[src/rtl/fpu_ss_offload_buffer.sv]
// Offload buffer between the accelerator interface and the FPU subsystem decoder.
// Define FPU_SS_OFFLOAD_BUFFER_FALLTHROUGH_EN for fall-through (zero-latency bypass) mode.
package fpu_ss_pkg;

    typedef struct packed {
        logic [31:0]       addr;
        logic [2:0][31:0]  rs;
        logic [31:0]       instr_data;
        logic [31:0]       hart_id;
    } offloaded_data_t;

endpackage

module fpu_ss_offload_buffer
    import fpu_ss_pkg::*;
#(
    parameter int unsigned DEPTH = 4,
    parameter int unsigned CNT_W = $clog2(DEPTH) + 1
) (
    input  logic            clk_i,
    input  logic            rst_i,
    input  logic            flush_i,
    input  logic            in_valid_i,
    output logic            in_ready_o,
    input  offloaded_data_t in_data_i,
    output logic            out_valid_o,
    input  logic            out_ready_i,
    output offloaded_data_t out_data_o,
    output logic [CNT_W-1:0] usage_o,
    output logic            full_o,
    output logic            empty_o
);

    localparam int unsigned PTR_W = $clog2(DEPTH);

    offloaded_data_t  mem [DEPTH];
    logic [PTR_W-1:0] wr_ptr;
    logic [PTR_W-1:0] rd_ptr;
    logic [CNT_W-1:0] usage;
    logic             push;
    logic             pop;

    assign full_o     = (usage == CNT_W'(DEPTH));
    assign empty_o    = (usage == '0);
    assign usage_o    = usage;
    // Ready depends only on stored occupancy, so a pop never frees a slot in the same cycle.
    assign in_ready_o = !full_o;

`ifdef FPU_SS_OFFLOAD_BUFFER_FALLTHROUGH_EN
    logic bypass;

    assign out_valid_o = !rst_i && !flush_i && (!empty_o || in_valid_i);
    assign out_data_o  = empty_o ? in_data_i : mem[rd_ptr];
    // An entry presented to an empty buffer and consumed at once never touches storage.
    assign bypass      = empty_o && in_valid_i && out_ready_i;
    assign push        = in_valid_i && in_ready_o && !bypass;
`else
    assign out_valid_o = !empty_o;
    assign out_data_o  = mem[rd_ptr];
    assign push        = in_valid_i && in_ready_o;
`endif

    assign pop = out_valid_o && out_ready_i && !empty_o;

    // NOTE: sequential state uses non-blocking assignments so every register samples pre-edge values.
    always_ff @(posedge clk_i) begin
        if (rst_i) begin
            wr_ptr <= '0;
            rd_ptr <= '0;
            usage  <= '0;
        end else if (flush_i) begin
            wr_ptr <= '0;
            rd_ptr <= '0;
            usage  <= '0;
        end else begin
            if (push) wr_ptr <= wr_ptr + PTR_W'(1);
            if (pop)  rd_ptr <= rd_ptr + PTR_W'(1);
            case ({push, pop})
                2'b10:   usage <= usage + CNT_W'(1);
                2'b01:   usage <= usage - CNT_W'(1);
                default: usage <= usage;
            endcase
        end
    end

    // NOTE: payload storage has no reset; occupancy alone decides which entries are meaningful.
    always_ff @(posedge clk_i) begin
        if (push && !rst_i && !flush_i) begin
            mem[wr_ptr] <= in_data_i;
        end
    end

endmodule

[config.mk]
export PLATFORM = sky130hd
export DESIGN_NAME = fpu_ss_offload_buffer
export DESIGN_NICKNAME = d
export VERILOG_FILES = /design/src/rtl/fpu_ss_offload_buffer.sv
export SDC_FILE = /design/constraint.sdc
export NUM_CORES = 1
export LEC_CHECK = 0
export CAP_MARGIN = 20
export CORE_UTILIZATION = 45
export DETAILED_ROUTE_END_ITERATION = 12
export PLACE_DENSITY_LB_ADDON = 0.08
export RECOVER_POWER = 25
export SLEW_MARGIN = 0
export SYNTH_ARGS = -nofsm -noshare
export SYNTH_HDL_FRONTEND = slang
export SYNTH_SLANG_ARGS = --single-unit
[constraint.sdc]
create_clock -name clk_i -period 6.9 [get_ports clk_i]
set_input_delay 1.38 -clock clk_i [delete_from_list [all_inputs] [get_ports clk_i]]
set_output_delay 1.38 -clock clk_i [all_outputs]
set_load 0.005 [all_outputs]
==> impl_metrics.env <==
export IMPL_outcome="complete, no violations"
export IMPL_grt_pass1_wl_mm=84.3
export IMPL_postCtsResizedCells=0
export IMPL_die_h_um=253
export IMPL_crit_path_end_kind="output pin"
export IMPL_timing_slew_headroom_pct=35.7
export IMPL_top_level_ports=396
export IMPL_final_hpwl_from_detailed_placement_mm=32.7
export IMPL_rrSetupSlack_ns=4.22
export IMPL_syn_to_final_growth_pct=25.6
export IMPL_drt_first_iter_violations=651
export IMPL_wire_per_inst_um=23.8
export IMPL_num_rows=91
export IMPL_starting_density_pct=45.8
export IMPL_detailroute_via_count=12600
export IMPL_timing_final_max_slew_violations=0
export IMPL_mostFrequentLayoutCells="768 x sky130_fd_sc_hd__edfxtp_1, 277 x sky130_fd_sc_hd__clkdlybuf4s50_1, 192 x sky130_fd_sc_hd__mux4_2, 118 x sky130_fd_sc_hd__dlygate4sd3_1, 84 x sky130_fd_sc_hd__clkbuf_16"
export IMPL_seq_area_frac_synth_pct=81.8
export IMPL_antenna_left=0
export IMPL_classification_of_the_worst_slack_hold_path="flop to flop"
export IMPL_layout_drive_gt1_share_pct=20.7
export IMPL_port_buffers=395
export IMPL_timing_reg2reg_worst_path_depth=4
export IMPL_clock_sinks=777
export IMPL_deepest_level_of_the_cts_h_tree=3
export IMPL_finish_cell_count_without_fillers=2408
export IMPL_route_detailed_vias_per_inst=5.22
export IMPL_finalWorstPathRequiredPeriod_ns=4.60
export IMPL_firstDrtPassIters=6
export IMPL_period_share_pct=66.7
export IMPL_grt_max_degree=106
export IMPL_pwr_density_cell_nw_per_um2=273
export IMPL_syn_nets=1263
export IMPL_required_ns=5.52
export IMPL_grt_overflow_total=0
export IMPL_whs_path_depth=2
export IMPL_max_cap_viol_count=0
export IMPL_rsz0062_at_grt="no"
export IMPL_placed_cells_incl_taps=2261
export IMPL_crit_type="flop to output pin"
export IMPL_synth_largest_area_cell="sky130_fd_sc_hd__edfxtp_1"
export IMPL_synth_top_cell_area_share_pct=81.2
export IMPL_clock_slew_at_reported_path_ffs_ns=0.06
export IMPL_weighted_congestion_reported_at_the_end_of_routability_driven_placement=0.721
export IMPL_floorplan_die_area_um2=64100
export IMPL_synthCells=1060
export IMPL_worst_slew_pin_slew_ns=0.964
export IMPL_regToRegStartpoint="usage_o[0]"
export IMPL_synth_ff_latch_count=777
export IMPL_mostFrequentLayoutCell="sky130_fd_sc_hd__edfxtp_1"
export IMPL_worstReg2RegEnd="mem[2][166]"
export IMPL_timing_hold_violations_final=0
export IMPL_fill_cells=4530
export IMPL_drc_violation_count_after_routing=0
export IMPL_worst_ir_drop_vdd_v=0.000191
export IMPL_root_buffer="sky130_fd_sc_hd__clkbuf_16"
export IMPL_first_global_vias=13200
export IMPL_synth_top_cells_by_area="sky130_fd_sc_hd__edfxtp_1 81%, sky130_fd_sc_hd__mux4_2 15%, sky130_fd_sc_hd__buf_12 1.4%"
export IMPL_hp_start="rd_ptr[1]"
export IMPL_fmax_mhz=217
export IMPL_grt_util_all_layers_pct=18.0
export IMPL_clk_path_buf_depth=3
export IMPL_syn_area_um2=28400
export IMPL_finalSetupViolations=0
export IMPL_num_nets_final=1711
export IMPL_die_w_um=253
export IMPL_detail_route_wirelength_mm=57.2
export IMPL_totalNegativeSetupSlack_ns=0
export IMPL_cts_buffers=81
export IMPL_clock_latency_ns=0.61
export IMPL_core_area_um2=62100
export IMPL_critical_path_startpoint_type="flop"
export IMPL_number_of_distinct_library_cells_after_synthesis=27
export IMPL_finalClockSkew_ns=0.0203
export IMPL_cts_hold_repair_buffers=0
export IMPL_area_of_all_sequential_standard_cells_um2=23200
export IMPL_power_static_leakage_nw=11.0
export IMPL_synthesis_area_per_instance_um2=26.8
export IMPL_max_fanout_on_critical_path=52
export IMPL_multiInputGateArea_um2=4620
export IMPL_cts_tree="done"
export IMPL_synthesis_yosys_warnings=0
export IMPL_cts_repair_timing_setup_buffer_count=0
export IMPL_grt_antenna_before_repair=21
export IMPL_critical_path_arrival_ns=3.22
Yosys cell counts:
library cell	n
sky130_fd_sc_hd__or2_2	1
sky130_fd_sc_hd__mux4_2	192
sky130_fd_sc_hd__or3_1	3
sky130_fd_sc_hd__and2_4	1
sky130_fd_sc_hd__or3b_1	1
sky130_fd_sc_hd__ha_1	5
sky130_fd_sc_hd__nor2_1	4
sky130_fd_sc_hd__nand4_1	1
sky130_fd_sc_hd__o31ai_2	1
sky130_fd_sc_hd__clkbuf_1	4
sky130_fd_sc_hd__buf_4	1
sky130_fd_sc_hd__buf_12	20
sky130_fd_sc_hd__buf_2	19
sky130_fd_sc_hd__dfxtp_1	9
sky130_fd_sc_hd__nand4b_1	1
sky130_fd_sc_hd__buf_6	1
sky130_fd_sc_hd__nand2_1	2
sky130_fd_sc_hd__a21oi_1	4
sky130_fd_sc_hd__nand3_1	1
sky130_fd_sc_hd__xor2_1	2
sky130_fd_sc_hd__a21o_1	1
sky130_fd_sc_hd__fa_1	1
sky130_fd_sc_hd__and3_1	4
sky130_fd_sc_hd__edfxtp_1	768
sky130_fd_sc_hd__o21ai_0	4
sky130_fd_sc_hd__inv_1	8
sky130_fd_sc_hd__and2_1	1
routing by layer:
layer | track usage [%] | part of all wire [%] | up-vias
met5 | 0 | 0.30 | -
met4 | 5.51 | 2.6 | 26
met3 | 6.81 | 7.8 | 127
met2 | 28.3 | 48 | 335
met1 | 23.3 | 41 | 6575
li1 | - | - | 5511
kinds of logic after synthesis:
| kind of cell | Yosys count | share of synthesized area (%) |
|---|---|---|
| DFF | 777 | 81.8 |
| muxes | 192 | 15.2 |
| buffers and inverters | 53 | 1.97 |
| and+or+nand+nor | 20 | 0.410 |
| AOI/OAI and AO/OA | 10 | 0.211 |
| adders and majority gates | 6 | 0.291 |
| xor gates and xnor gates | 2 | 0.0617 |
power breakdown:
part	total (mW)	switching [mW]	internal, mW
Combinational	0.388	0.160	0.228
Clock	4.10	1.72	2.38
Sequential	5.25	0.0126	5.24
per-stage QoR:
stage	power, mW	util (%)	hold WS (ns)	setup slack, ns	instance area [um2]
after global placement	5.75	53.4	0.480	2.71	33200
final	9.74	57.5	0.497	2.30	35700
after global routing	10.1	57.5	0.534	2.03	35700
after CTS	9.88	57.4	0.506	2.05	35600
after floorplan	5.49	-	0.459	0.188	28400
after detailed placement	5.76	53.4	0.496	2.73	33200
worst max-delay path, cell delays in order, from the launching register on:
cell and delay [ns]:
sky130_fd_sc_hd__dfxtp_4 0.69, sky130_fd_sc_hd__buf_12 0.31, sky130_fd_sc_hd__buf_12 0.41, sky130_fd_sc_hd__mux4_2 0.57, sky130_fd_sc_hd__clkdlybuf4s50_1 0.54
worst max path at each step:
| stage | depth (start not counted) | endpoint |
|---|---|---|
| finish | 4 | out_data_o[49] |
| global route | 4 | out_data_o[49] |
| CTS | 3 | out_data_o[49] |
| detailed placement | 3 | out_data_o[49] |
| global placement | 3 | out_data_o[49] |
| floorplan | 2 | mem[0][0] |
area by class of cell:
class / count / share of cell area, %
Clock inverter: 35 / 0.824
Sequential cell: 777 / 65.2
Inverter: 8 / 0.0842
Clock buffer: 109 / 6.16
Multi-Input combinational cell: 230 / 13.0
Tap cell: 837 / 2.94
Antenna cell: 2 / 0.0140
Timing Repair Buffer: 410 / 11.9
sequential cells by signal (all words and copies together), names as in the netlist, named ones only:
register and flops:
mem 768, usage_o 3, rd_ptr 2, wr_ptr 2
Note: power is estimated with default switching activity, not from simulation.
